File: src/rtl/uart_rx_if.sv
// Receive-side output bundle of the UART link: received word, valid/ready handshake,
// per-frame error pulses and a state view for checkers.
interface uart_rx_if #(
    parameter int DATA_BITS = 7
);
    // rx_data is a word offered by the receiver; it is taken at a rising edge where
    // rx_valid and rx_ready are both high. rx_data stays stable while rx_valid is high,
    // and rx_ready has no effect while rx_valid is low.
    logic [DATA_BITS-1:0] rx_data;
    logic                 rx_valid;
    logic                 rx_ready;
    logic                 frame_err;
    logic                 overrun;
    logic                 busy;
    logic [1:0]           state_dbg;

    modport master (
        output rx_data, rx_valid, frame_err, overrun, busy, state_dbg,
        input  rx_ready
    );

    modport slave (
        input  rx_data, rx_valid, frame_err, overrun, busy, state_dbg,
        output rx_ready
    );
endinterface

File: src/rtl/uart_rx.sv
// UART receiver: start bit, DATA_BITS data bits LSB first, one stop bit, idle high.
// Each bit is sampled once at its middle cycle; stop handling returns to IDLE at once.
module uart_rx #(
    parameter int DATA_BITS    = 7,
    parameter int CLKS_PER_BIT = 1,
    parameter int SYNC_STAGES  = 2
) (
    input  logic       clk,
    input  logic       nRST,
    input  logic       rx_line,
    uart_rx_if.master  rx
);
    localparam int CW = (CLKS_PER_BIT > 1) ? $clog2(CLKS_PER_BIT) : 1;
    localparam int BW = (DATA_BITS > 1) ? $clog2(DATA_BITS) : 1;
    localparam logic [CW-1:0] MID  = CW'((CLKS_PER_BIT - 1) / 2);
    localparam logic [CW-1:0] LAST = CW'(CLKS_PER_BIT - 1);

    typedef enum logic [1:0] {IDLE, START, DATA, STOP} state_t;

    state_t               state_q, state_d;
    logic [CW-1:0]        cnt_q, cnt_d;
    logic [BW-1:0]        bit_idx_q, bit_idx_d;
    logic [DATA_BITS-1:0] shift_q, shift_d;
    logic [DATA_BITS-1:0] data_q, data_d;
    logic                 valid_q, valid_d;
    logic                 frame_err_q, frame_err_d;
    logic                 overrun_q, overrun_d;
    logic                 rx_s;

    generate
        if (SYNC_STAGES == 0) begin : g_nosync
            assign rx_s = rx_line;
        end else begin : g_sync
            logic [SYNC_STAGES-1:0] sync_q, sync_d;
            always_comb sync_d = (sync_q << 1) | SYNC_STAGES'(rx_line);
            always_ff @(posedge clk) begin
                if (!nRST) sync_q <= '1;
                else       sync_q <= sync_d;
            end
            assign rx_s = sync_q[SYNC_STAGES-1];
        end
    endgenerate

    always_comb begin
        state_d     = state_q;
        cnt_d       = cnt_q;
        bit_idx_d   = bit_idx_q;
        shift_d     = shift_q;
        data_d      = data_q;
        valid_d     = valid_q;
        frame_err_d = 1'b0;
        overrun_d   = 1'b0;

        if (valid_q && rx.rx_ready) valid_d = 1'b0;

        case (state_q)
            IDLE: begin
                if (!rx_s) begin
                    bit_idx_d = '0;
                    if (CLKS_PER_BIT == 1) begin
                        state_d = DATA;
                        cnt_d   = '0;
                    end else begin
                        state_d = START;
                        cnt_d   = CW'(1);
                    end
                end
            end
            START: begin
                if (cnt_q == MID && rx_s) begin
                    state_d = IDLE;
                    cnt_d   = '0;
                end else if (cnt_q == LAST) begin
                    state_d   = DATA;
                    cnt_d     = '0;
                    bit_idx_d = '0;
                end else begin
                    cnt_d = cnt_q + CW'(1);
                end
            end
            DATA: begin
                // DATA_BITS >= 2 assumed by this slice.
                if (cnt_q == MID) shift_d = {rx_s, shift_q[DATA_BITS-1:1]};
                if (cnt_q == LAST) begin
                    cnt_d = '0;
                    if (bit_idx_q == BW'(DATA_BITS - 1)) state_d = STOP;
                    else bit_idx_d = bit_idx_q + BW'(1);
                end else begin
                    cnt_d = cnt_q + CW'(1);
                end
            end
            STOP: begin
                if (cnt_q == MID) begin
                    state_d = IDLE;
                    cnt_d   = '0;
                    if (!rx_s) begin
                        frame_err_d = 1'b1;
                    end else if (!valid_q || rx.rx_ready) begin
                        data_d  = shift_q;
                        valid_d = 1'b1;
                    end else begin
                        overrun_d = 1'b1;
                    end
                end else begin
                    cnt_d = cnt_q + CW'(1);
                end
            end
            default: state_d = IDLE;
        endcase
    end

    always_ff @(posedge clk) begin
        if (!nRST) begin
            state_q     <= IDLE;
            cnt_q       <= '0;
            bit_idx_q   <= '0;
            shift_q     <= '0;
            data_q      <= '0;
            valid_q     <= 1'b0;
            frame_err_q <= 1'b0;
            overrun_q   <= 1'b0;
        end else begin
            state_q     <= state_d;
            cnt_q       <= cnt_d;
            bit_idx_q   <= bit_idx_d;
            shift_q     <= shift_d;
            data_q      <= data_d;
            valid_q     <= valid_d;
            frame_err_q <= frame_err_d;
            overrun_q   <= overrun_d;
        end
    end

    assign rx.rx_data   = data_q;
    assign rx.rx_valid  = valid_q;
    assign rx.frame_err = frame_err_q;
    assign rx.overrun   = overrun_q;
    assign rx.busy      = (state_q != IDLE);
    assign rx.state_dbg = state_q;
endmodule

File: src/flat_wrapper.sv
// flat-port wrapper written by rule: the top's interface ports become plain ports
module uart_rx_flat 
#(
    parameter int DATA_BITS    = 7,
    parameter int CLKS_PER_BIT = 1,
    parameter int SYNC_STAGES  = 2
)
  (clk, nRST, rx_line, rx_rx_data, rx_rx_valid, rx_frame_err, rx_overrun, rx_busy, rx_state_dbg, rx_rx_ready);
  uart_rx_if #(.DATA_BITS(DATA_BITS)) rx_i ();
  input  logic clk;
  input  logic nRST;
  input  logic rx_line;
  output wire logic [$bits(rx_i.rx_data)-1:0] rx_rx_data;
  output wire logic [$bits(rx_i.rx_valid)-1:0] rx_rx_valid;
  output wire logic [$bits(rx_i.frame_err)-1:0] rx_frame_err;
  output wire logic [$bits(rx_i.overrun)-1:0] rx_overrun;
  output wire logic [$bits(rx_i.busy)-1:0] rx_busy;
  output wire logic [$bits(rx_i.state_dbg)-1:0] rx_state_dbg;
  input wire logic [$bits(rx_i.rx_ready)-1:0] rx_rx_ready;
  assign rx_rx_data = rx_i.rx_data;
  assign rx_rx_valid = rx_i.rx_valid;
  assign rx_frame_err = rx_i.frame_err;
  assign rx_overrun = rx_i.overrun;
  assign rx_busy = rx_i.busy;
  assign rx_state_dbg = rx_i.state_dbg;
  assign rx_i.rx_ready = rx_rx_ready;
  uart_rx #(.DATA_BITS(DATA_BITS), .CLKS_PER_BIT(CLKS_PER_BIT), .SYNC_STAGES(SYNC_STAGES)) u_core (.clk(clk), .nRST(nRST), .rx_line(rx_line), .rx(rx_i));
endmodule
File: config.mk
export PLATFORM = sky130hd
export DESIGN_NAME = uart_rx_flat
export DESIGN_NICKNAME = d
export VERILOG_FILES = /design/src/rtl/uart_rx_if.sv /design/src/rtl/uart_rx.sv /design/src/flat_wrapper.sv
export SDC_FILE = /design/constraint.sdc
export NUM_CORES = 1
export LEC_CHECK = 0
export ABC_AREA = 1
export BUFFER_PORTS_ARGS = -buffer_cell sky130_fd_sc_hd__buf_2
export CAP_MARGIN = 20
export CORE_UTILIZATION = 59
export CTS_BUF_LIST = sky130_fd_sc_hd__clkbuf_4 sky130_fd_sc_hd__clkbuf_8
export CTS_CLUSTER_DIAMETER = 80
export CTS_CLUSTER_SIZE = 28
export DETAILED_ROUTE_END_ITERATION = 8
export PLACE_DENSITY = 0.87
export SLEW_MARGIN = 20
export SYNTH_ARGS = -nofsm -noshare
export SYNTH_HDL_FRONTEND = slang
export SYNTH_SLANG_ARGS = --single-unit
File: constraint.sdc
create_clock -name clk -period 2.76 [get_ports clk]
set_input_delay 0.414 -clock clk [delete_from_list [all_inputs] [get_ports clk]]
set_output_delay 0.414 -clock clk [all_outputs]
set_load 0.01 [all_outputs]
Yosys cells after proc, flatten, opt, wreduce, memory -nomap -nowiden
Index checks and enable logic that the tools add are counted.
W data, S select, Z words.
{"block": "classes", "bitwise_logic": 5, "addsub": 2, "n_div": 0, "order_cmp": 0, "n_mux": 24, "eq_ne": 12, "reduce_logical": 14, "mul": 0, "n_shift": 0}
{"op": "$mux W3", "count": 5}
{"op": "$mux W2", "count": 6}
{"op": "$ne A2 B2 Y1 const B", "count": 6}
{"op": "$mux W1", "count": 10}
{"op": "$pmux W3 S3", "count": 1}
{"op": "$pmux W2 S4", "count": 1}
{"op": "$reduce_and A6 Y1", "count": 1}
{"op": "$reduce_and A5 Y1", "count": 1}
{"op": "$eq A2 B2 Y1 const B", "count": 2}
{"op": "$not A1 Y1", "count": 4}
{"op": "$reduce_and A4 Y1", "count": 1}
{"op": "$reduce_or A4 Y1", "count": 1}
{"op": "$add A3 B1 Y3 const B", "count": 1}
{"op": "$eq A3 B3 Y1 const B", "count": 1}
{"op": "$ne A3 B3 Y1 const B", "count": 1}
{"op": "$pmux W1 S3", "count": 1}
{"op": "$reduce_bool A3 Y1", "count": 1}
{"op": "$reduce_or A3 Y1", "count": 1}
{"op": "$eq A2 B1 Y1 const B", "count": 1}
{"op": "$logic_and A1 B1 Y1", "count": 2}
{"op": "$logic_not A2 Y1", "count": 1}
{"op": "$ne A2 B1 Y1 const B", "count": 1}
{"op": "$or A2 B1 Y2", "count": 1}
{"op": "$reduce_and A2 Y1", "count": 1}
{"op": "5 further kinds", "count": 5}
{"block": "word_totals", "n_memories": 0, "rom_bits": 0, "inputBits": 4, "output_inout_bits": 13, "ramBits": 0, "wordCells": 66, "register_bits": 25, "latch_bits": 0}

Depth between registers and ports, before layout
Gate-level depths: netlist of run 1.
{"block": "logic_depth", "ltp_word": 6, "depth_mapped": 7, "ltp_nobuf": 7}

Worst setup path before layout of run 1
No wires, ideal clock.
{"block": "synth_timing", "path_type": "register -> register", "startpoint": "register u_core.state_q[0] (netlist: u_core.rx.state_dbg[0])", "endpoint": "register u_core.data_q[0] (netlist: u_core.rx.rx_data[0])", "n_path_buf": 0, "setup_ps": 116, "period_less_slack_ps": 1047, "arrival_time_ps": 931, "t_required_ps": 2644, "slack_ps": 1713, "stages_incl_launch_ff": 6, "path_cell_list": "dfxtp_1 nand3_1 inv_1 nand2_4 o21ai_0 nor2_1"}
{"block": "synth_via", "elab_chain_cells": 2}
{"item": "from (decl)", "line_no": "uart_rx.sv:20", "source": "state_t state_q, state_d;"}
{"item": "from (signal assigned)", "line_no": "uart_rx.sv:123", "source": "state_q <= state_d;"}
{"item": "$eq A2 B2 Y1", "line_no": "uart_rx.sv:56", "source": "case (state_q)"}
{"item": "$reduce_and A4 Y1 (no line)"}
{"item": "to (signal assigned)", "line_no": "uart_rx.sv:127", "source": "data_q <= data_d;"}
{"item": "to (decl)", "line_no": "uart_rx.sv:24", "source": "logic [DATA_BITS-1:0] data_q, data_d;"}
No other way between the ends.
A chain may end at the register's enable or synchronous reset.

Worst setup path after layout of run 1
{"block": "layout_timing", "startpoint": "register u_core.state_q[0] (netlist: u_core.rx.state_dbg[0])", "endpoint": "output port rx_busy"}
{"block": "layout_via", "elab_chain_cells": 1}
{"item": "$reduce_bool A2 Y1", "line_no": "uart_rx.sv:138", "source": "assign rx.busy = (state_q != IDLE);"}
{"item": "to (decl)", "line_no": "flat_wrapper.sv:17", "source": "output wire logic [$bits(rx_i.busy)-1:0] rx_busy;"}
No other way between the ends.

==> results of run 1 <==
-- power by group --
part / leakage (nW) / internal, mW / switching, mW / total [mW]
logic: 0.260 / 0.0113 / 0.0225 / 0.0338
registers: 0.195 / 0.356 / 0.00604 / 0.362
clock network: 0.0279 / 0.147 / 0.106 / 0.253
total: 0.482 / 0.514 / 0.135 / 0.649
-- stage by stage --
stage | cell area (µm²) | std cells | setup WS [ns] | total power [mW]
floorplan | 900 | 110 | 1.71 | 0.394
global placement | 983 | 139 | 1.45 | 0.401
detailed placement | 983 | 139 | 1.40 | 0.402
CTS | 1040 | 143 | 1.32 | 0.652
global route | 1040 | 143 | 1.25 | 0.670
finish | 1040 | 143 | 1.33 | 0.649
-- final timing paths --
kind | to | slack (ns) | cells after the start
worst max-delay path | rx_busy | 1.33 | 3
worst min register to register | u_core.g_sync.sync_q[1]$_SDFF_PN1_ | 0.43 | 1
worst max register to register | u_core.rx.rx_data[3]$_SDFFE_PN0P_ | 1.54 | 5
worst min-delay path | u_core.g_sync.sync_q[0]$_SDFF_PN1_ | 0.26 | 2
-- per-layer routing --
layer,vias up,track usage,wire length (µm)
li1,387,-,-
met1,334,0.265,753
met2,16,0.375,784
met3,5,0.0489,47
met4,0,0.175,46
met5,-,0,0
-- kinds of logic (layout without fill, tap and decap cells) --
| logic type | count (synthesis) | after routing | share of synthesized area |
|---|---|---|---|
| flip-flops | 24 | 24 | 0.534 |
| AND/OR/NAND/NOR | 51 | 51 | 0.259 |
| adder cells (fa/ha/maj) | 2 | 2 | 0.0278 |
| AO/OA/AOI/OAI | 20 | 20 | 0.111 |
| buffers and inverters | 13 | 31 | 0.0682 |
-- layout by cell type, fill, tap and decap left out --
cell,n
nand3_1,5
or2_2,2
nor3_1,2
a21oi_1,6
inv_1,7
nand2_1,9
clkinv_4,1
buf_2,16
nor2_1,28
ha_1,2
clkinv_1,1
inv_2,2
clkbuf_4,3
bufinv_16,1
nand2_4,2
nand2_2,1
nor4_1,1
nor2_4,1
dfxtp_1,24
o21ai_0,14
-- area by class of cell --
class | count | share of cell area
flip-flops and latches | 24 | 0.464
repair buffers | 16 | 0.0773
well taps | 15 | 0.0181
clock buffers | 3 | 0.0217
inverters | 11 | 0.0447
multi-input cells | 73 | 0.345
clock inverters | 1 | 0.0290
-- worst max-delay path, delay by kind of cell, from the launching register on --
family / cells / cell delay [ns]
flip-flops: 1 / 0.44
buffers and inverters: 2 / 0.20
AND/OR/NAND/NOR: 1 / 0.06
-- synth_stat cells (all sizes together) --
cell type | count | area (µm²)
nor2 | 29 | 116
dfxtp | 24 | 480
o21ai | 14 | 70.1
nand2 | 12 | 62.6
inv | 9 | 33.8
a21oi | 6 | 30.0
nand3 | 5 | 25.0
clkinv | 2 | 12.5
ha | 2 | 25.0
nor3 | 2 | 10.0
or2 | 2 | 12.5
buf | 1 | 11.3
clkbuf | 1 | 3.75
nor4 | 1 | 6.26
-- registers in the layout (all words and copies together), names as in the netlist --
register and cells:
u_core.bit_idx_q 3, u_core.shift_q 7, u_core.rx.rx_data 7, u_core.rx.rx_valid 1, u_core.rx.state_dbg 2, u_core.g_sync.sync_q 2
u_core.rx.overrun 1, u_core.rx.frame_err 1
==> qor.csv, run 1 <==
stage,metric,value,unit
routing,drt drc,0,
critical_path,Reg-to-Reg Start,u_core.rx.state_dbg[0]$_SDFFE_PN0P_,
timing,RSZ-0062 raised after global routing,no,
routing,WL/cell,11.4,µm
cells_and_area,layout cell share with drive strength beyond 1,0.227,
timing,Final TNS setup,0,ns
timing,Fmax,699,MHz
power_and_ir_drop,worst vdd ir,0.506,mV
cts,Clock Tree Buf Depth,2,
critical_path,Setup CP Type,register to output pin,
cts,PostCTS Resize Cnt,0,
critical_path,crit path capture type,output pin,
timing,Finish-stage setup viols,0,
grt,largest net degree at the start of global routing,16,
logic_synthesis,Post-Syn Instances,110,
cts,Root Driver,clkbuf_4,
timing,Setup Skew,0.00511,ns
floorplan,die area,1690,µm²
placement,detailed placer's ending HPWL,1080,µm
grt,gr usage total,0.233,
grt,GRT overflow,0,
floorplan,Site Rows,13,
logic_synthesis,Syn. warnings,0,
critical_path,CP cell instances,"inv_1, nand2_1, buf_2",
cts,TritonCTS clock tree,yes,
power_and_ir_drop,power per cell area,626,nW/µm²
grt,vias in the first global route,555,
placement,PortBufs,16,
cts,H-tree level count,1,
logic_synthesis,Synth Cell Area,900,µm²
cells_and_area,Ant. Diodes,0,
cells_and_area,Final nets,135,
cells_and_area,area taken by multi-input logic gates,358,µm²
critical_path,critical path peak fanout,4,
routing,total number of vias,742,
critical_path,"Largest stage delay, worst path",0.44,ns
cts,CTS Hold Bufs,0,
outcome,run status,"complete, no violations",
logic_synthesis,Netlist cell types,19,
job,Max-cap violations,0,
critical_path,worst setup path startpoint,u_core.rx.state_dbg[0]$_SDFFE_PN0P_,
routing,Iter 0 DRT Violations,19,
critical_path,Slowest cell on crit path,dfxtp_1,
logic_synthesis,Seq cells post-synth,24,
cts,Post-CTS Setup Inserts,0,
worst_hold_path,Hold Crit Start,rx_line,
cells_and_area,Layout area overhead,15.2,%
routing,Routed Antenna Nets,0,
floorplan,Die Ht,41.1,µm
cts,clock transition at the registers of the reported paths,0.13,ns
cells_and_area,final core utilization,0.758,
floorplan,Die Width,41.1,µm
timing,Tmin final,1.43,ns
cts,clock sinks,24,
cts,clock latency on the worst-skew pair,0.32,ns
timing,final period utilization,0.518,
critical_path,crit path DAT,1.02,ns
timing,Worst Hold Margin,0.265,ns
timing,max-slew violation count,0,
floorplan,I/O pin cnt,17,
floorplan,Initial Utilization,0.658,
grt,wire length of the first global-routing pass,2390,µm
worst_hold_path,Min-Delay Path Class,primary input to register,
routing,drt total wl,1630,µm
timing,Worst Max-Slew Pin Slew,0.273,ns
critical_path,CP Launch Type,register,
timing,Worst slew margin,0.817,
placement,RD Place Congestion,0.803,
critical_path,worst path required time,2.35,ns
cells_and_area,# fillers,104,
logic_synthesis,syn_nets,116,
cells_and_area,register area,480,µm²
grt,initial antenna violation count,0,
routing,DR vias/cell,5.19,
floorplan,Core Footprint,1370,µm²
cts,total CTS buffers,3,
power_and_ir_drop,Leak Pwr,0.482,nW
logic_synthesis,synthesized area per cell,8.18,µm²
timing,Fin. Hold Viols,0,
routing,DRT Pass-1 Iters,4,
logic_synthesis,register area share after synthesis,0.534,
No activity file was read; power rests on OpenSTA's default activity.
==> run 2, diff against run 1 <==
CORE_UTILIZATION = 55   (was 59)
PLACE_DENSITY = 0.82   (was 0.87)
clock period = 1.5 ns   (was 2.76 ns; I/O delays follow)
==> run 2 against run 1 <==
First-iteration DRC count fell by 79%; global-route usage fell by 4.4 points; worst setup slack worse by 1.0 ns; largest power group unchanged; sequential power is 84% higher; die area increased by 6.9%; clock power increased by 4%; combinational power is 78% higher; power grew 53%; critical path depth did not move; non-clock buffer count did not move; register-to-register slack worse by 1.2 ns.
==> qor.csv, run 2 (synthesis gave the netlist of run 1 again) <==
stage,metric,value,unit
grt,vias in the first global route,643,
floorplan,die area,1800,µm²
placement,worst slack at placement,0.313,ns
grt,initial antenna violation count,0,
critical_path,worst setup path startpoint,u_core.rx.state_dbg[0]$_SDFFE_PN0P_,
cts,total CTS buffers,3,
timing,Finish-stage setup viols,0,
routing,WL/cell,9.95,µm
cells_and_area,area taken by multi-input logic gates,358,µm²
cells_and_area,Final nets,135,
timing,RSZ-0062 raised after global routing,no,
floorplan,Die Ht,42.4,µm
critical_path,"Largest stage delay, worst path",0.43,ns
floorplan,Site Rows,14,
critical_path,WP buf/inv,2,
power_and_ir_drop,Leak Pwr,0.468,nW
cells_and_area,Layout area overhead,12.0,%
timing,max-slew violation count,0,
timing,Setup Skew,0.00435,ns
cells_and_area,fin area,1010,µm²
floorplan,Initial Utilization,0.590,
critical_path,CP Launch Type,register,
job,Max-cap violations,0,
timing,Worst slew margin,0.827,
cts,TritonCTS clock tree,yes,
grt,largest net degree at the start of global routing,16,
power_and_ir_drop,power per cell area,983,nW/µm²
routing,drt total wl,1420,µm
routing,total number of vias,709,
cells_and_area,register area,480,µm²
cells_and_area,# fillers,149,
critical_path,CP Capture Point,rx_busy,
placement,PortBufs,16,
critical_path,worst reg2reg setup slack,0.34,ns
placement,detailed placer's ending HPWL,1110,µm
cts,clock transition at the registers of the reported paths,0.11,ns
critical_path,worst r2r path cells,6,
cts,Clock Tree Buf Depth,2,
critical_path,Crit Reg-Reg Endpoint,u_core.bit_idx_q[2]$_SDFFE_PN0P_,
cts,PostCTS Resize Cnt,0,
timing,Final TNS setup,0,ns
critical_path,Stages on worst setup path,3,
grt,GRT overflow,0,
critical_path,crit path capture type,output pin,
cts,Post-CTS Setup Inserts,0,
timing,worst setup margin,0.281,ns
critical_path,Slowest cell on crit path,dfxtp_1,
timing,Worst Max-Slew Pin Slew,0.258,ns
cells_and_area,"most common cell after layout, fill and taps aside",nor2_1,
cts,clock sinks,24,
timing,final period utilization,0.813,
placement,RD Place Congestion,0.784,
cells_and_area,"commonest non-fill, non-tap cells in the layout","nor2_1, dfxtp_1, buf_2",
timing,Fmax,820,MHz
critical_path,critical path peak fanout,4,
timing,Worst Hold Margin,0.0936,ns
routing,DRT Pass-1 Iters,4,
grt,wire length of the first global-routing pass,2490,µm
power_and_ir_drop,worst vdd ir,0.703,mV
cts,Root Driver,clkbuf_4,
floorplan,Die Width,42.4,µm
routing,Iter 0 DRT Violations,4,
critical_path,worst path required time,1.27,ns
critical_path,Reg-to-Reg Start,u_core.rx.state_dbg[1]$_SDFFE_PN0P_,
cts,clock latency on the worst-skew pair,0.31,ns
routing,drt drc,0,
critical_path,crit path DAT,0.99,ns
floorplan,I/O pin cnt,17,
cells_and_area,fin cells,143,
timing,Fin. Hold Viols,0,
critical_path,CP cell instances,"inv_1, nand2_1, buf_2",
critical_path,critical path's top delay family,flip-flops,
critical_path,Setup CP Type,register to output pin,
placement,DP Area,985,µm²
grt,gr usage total,0.189,
cells_and_area,layout cell share with drive strength beyond 1,0.220,
placement,Placed Cells,140,
outcome,run status,"complete, no violations",
routing,DR vias/cell,4.96,
routing,Routed Antenna Nets,0,
floorplan,Core Footprint,1520,µm²
cts,H-tree level count,1,
cts,CTS Hold Bufs,0,
timing,Tmin final,1.22,ns
cells_and_area,Ant. Diodes,0,
worst_hold_path,Min-Delay Path Class,primary input to register,
[run 2: changes by cell type in the layout (fill, tap and decap cells not counted), sizes merged]
cell	change
bufinv	-1
[run 2: how the worst min path moves through the flow]
stage / slack [ns] / to / from / cells past startpoint
floorplan: 0.33 / u_core.g_sync.sync_q[0]$_SDFF_PN1_ / rx_line / 1
global placement: 0.39 / u_core.g_sync.sync_q[1]$_SDFF_PN1_ / u_core.g_sync.sync_q[0]$_SDFF_PN1_ / 1
detailed placement: 0.40 / u_core.g_sync.sync_q[1]$_SDFF_PN1_ / u_core.g_sync.sync_q[0]$_SDFF_PN1_ / 1
CTS: 0.09 / u_core.g_sync.sync_q[0]$_SDFF_PN1_ / rx_line / 2
global route: 0.09 / u_core.g_sync.sync_q[0]$_SDFF_PN1_ / rx_line / 2
finish: 0.09 / u_core.g_sync.sync_q[0]$_SDFF_PN1_ / rx_line / 2
[run 2: metal layers]
metal / vias up / GRT usage / wire length (µm)
met1: 301 / 0.205 / 658
li1: 388 / - / -
met4: 0 / 0.131 / 44
met3: 5 / 0.0517 / 48
met2: 15 / 0.314 / 672
met5: - / 0 / 0
[run 2: where the power goes]
part | switching (mW) | internal [mW]
clock network | 0.170 | 0.0940
logic | 0.0391 | 0.0209
registers | 0.0115 | 0.654
[run 2: layout make-up]
cell class              instances  area share
multi-input cells              73       0.355
repair buffers                 16      0.0795
clock buffers                   3      0.0224
flip-flops and latches         24       0.477
well taps                      16      0.0199
inverters                      11      0.0460
[run 2: through the flow]
stage               utilization  total power, mW
global placement          0.646            0.738
detailed placement        0.646            0.741
CTS                       0.661            0.997
floorplan                     -            0.725
finish                    0.661            0.990
global route              0.661             1.03
==> run 3, diff against run 2 <==
CORE_UTILIZATION = 50   (was 55)
PLACE_DENSITY = 0.79   (was 0.82)
clock period = 1 ns   (was 1.5 ns; I/O delays follow)
==> run 3 against run 2 <==
The flow now finishes with violations (negative setup slack); clock skew about the same; utilization increased by 8.9 points; cell count increased by 11%; critical path type unchanged; first-iteration DRC count increased to 3.8 times the previous value; register-to-register slack worse by 0.41 ns; worst setup slack worse by 0.36 ns; routed wire length is 23% higher; critical path depth stayed put; via count grew 9.9%.
==> qor.csv, run 3 (synthesis gave the netlist of run 1 again) <==
stage,metric,value,unit
outcome,run status,finished with violations,
outcome,failing checks,negative setup slack,
timing,worst setup margin,-0.0823,ns
floorplan,Die Ht,44.4,µm
routing,drt drc,0,
power_and_ir_drop,"Power, Total",1.64,mW
timing,RSZ-0062 raised after global routing,yes,
worst_hold_path,Min-Delay Path Class,primary input to register,
cells_and_area,Final nets,142,
cts,clock latency on the worst-skew pair,0.31,ns
cells_and_area,layout cell share with drive strength beyond 1,0.444,
worst_hold_path,Hold Crit Start,rx_line,
timing,Finish-stage setup viols,13,
timing,Worst Max-Slew Pin Slew,0.206,ns
routing,total number of vias,779,
power_and_ir_drop,worst vdd ir,1.10,mV
cts,TritonCTS clock tree,yes,
cts,Clock Tree Buf Depth,2,
routing,Routed Antenna Nets,0,
routing,DRT Pass-1 Iters,4,
cts,clock transition at the registers of the reported paths,0.12,ns
job,Max-cap violations,0,
critical_path,CP Launch Type,register,
cells_and_area,Layout area overhead,32.8,%
cts,Root Driver,clkbuf_4,
timing,Worst slew margin,0.861,
critical_path,worst path required time,0.85,ns
floorplan,Core Footprint,1590,µm²
routing,WL/cell,11.0,µm
cts,CTS Hold Bufs,0,
timing,Final TNS setup,-0.444,ns
floorplan,die area,1970,µm²
critical_path,WP buf/inv,2,
critical_path,crit path DAT,0.93,ns
timing,Setup Skew,0.00454,ns
critical_path,worst setup path startpoint,u_core.rx.state_dbg[1]$_SDFFE_PN0P_,
floorplan,Site Rows,14,
routing,DR vias/cell,4.90,
cts,clock sinks,24,
floorplan,Die Width,44.4,µm
timing,Worst Hold Margin,0.0237,ns
cts,total CTS buffers,3,
timing,max-slew violation count,0,
cells_and_area,"commonest non-fill, non-tap cells in the layout","nor2_1, dfxtp_1, buf_2",
critical_path,critical path's top delay family,flip-flops,
placement,PortBufs,16,
critical_path,Slowest cell on crit path,dfxtp_4,
grt,largest net degree at the start of global routing,15,
floorplan,Initial Utilization,0.564,
timing,Fmax,924,MHz
placement,DP Area,1020,µm²
timing,final period utilization,1.08,
placement,detailed placer's ending HPWL,1100,µm
power_and_ir_drop,power per cell area,1370,nW/µm²
cells_and_area,Ant. Diodes,0,
placement,RD Place Congestion,0.749,
critical_path,critical path peak fanout,4,
critical_path,"Largest stage delay, worst path",0.38,ns
critical_path,Setup CP Type,register to output pin,
routing,Iter 0 DRT Violations,15,
critical_path,Reg-to-Reg Start,u_core.rx.state_dbg[1]$_SDFFE_PN0P_,
grt,vias in the first global route,634,
timing,Fin. Hold Viols,0,
cells_and_area,fin area,1190,µm²
timing,Tmin final,1.08,ns
cts,H-tree level count,1,
critical_path,crit path capture type,output pin,
grt,gr usage total,0.177,
critical_path,CP cell instances,"inv_4, nand2_2, buf_6",
grt,wire length of the first global-routing pass,2580,µm
grt,GRT overflow,0,
routing,drt total wl,1760,µm
grt,initial antenna violation count,0,
placement,worst slack at placement,-0.0804,ns
cells_and_area,"most common cell after layout, fill and taps aside",nor2_1,
floorplan,I/O pin cnt,17,
power_and_ir_drop,Leak Pwr,0.527,nW
run 3: layer usage:
metal / vias to the layer above / track usage / part of all wire
met2: 13 / 0.303 / 0.52
met1: 359 / 0.215 / 0.44
met3: 2 / 0.0367 / 0.021
met5: - / 0 / 0
met4: 0 / 0.0727 / 0.013
li1: 405 / - / -
run 3: final cells by class:
class | count | area [µm²]
multi-input cells | 73 | 430
repair buffers | 23 | 149
fillers | 121 | 399
well taps | 24 | 30.0
inverters | 11 | 51.3
flip-flops and latches | 24 | 498
clock buffers | 4 | 36.3
run 3: repair_timing:
item,4_1_cts,5_1_grt
pin swaps,4,5
gates resized for setup,11,34
buffers inserted,2,2
setup endpoints to repair,5,21
run 3: power by group:
part           internal, mW  switching [mW]
logic                0.0648          0.0788
clock network         0.222           0.274
registers             0.975          0.0240
run 3: per-stage QoR:
stage                      util  cells
after detailed placement  0.641    151
final                     0.750    159
after global placement    0.641    151
after CTS                 0.691    157
after floorplan               -    110
after global routing      0.750    159
run 3: worst register-to-register path: stages (launching register included):
cell,delay [ns]
dfxtp_4,0.39
inv_4,0.05
nor2_4,0.21
inv_4,0.10
nor2_2,0.09
nand2_1,0.07
a21oi_2,0.12
run 3: path summary, 6_finish.rpt:
check / cells after the start / endpoint / slack [ns]
hold / removal: 2 / u_core.g_sync.sync_q[0]$_SDFF_PN1_ / 0.02
hold reg to reg: 1 / u_core.g_sync.sync_q[1]$_SDFF_PN1_ / 0.43
setup reg to reg: 6 / u_core.bit_idx_q[2]$_SDFFE_PN0P_ / -0.07
setup / recovery: 3 / rx_busy / -0.08
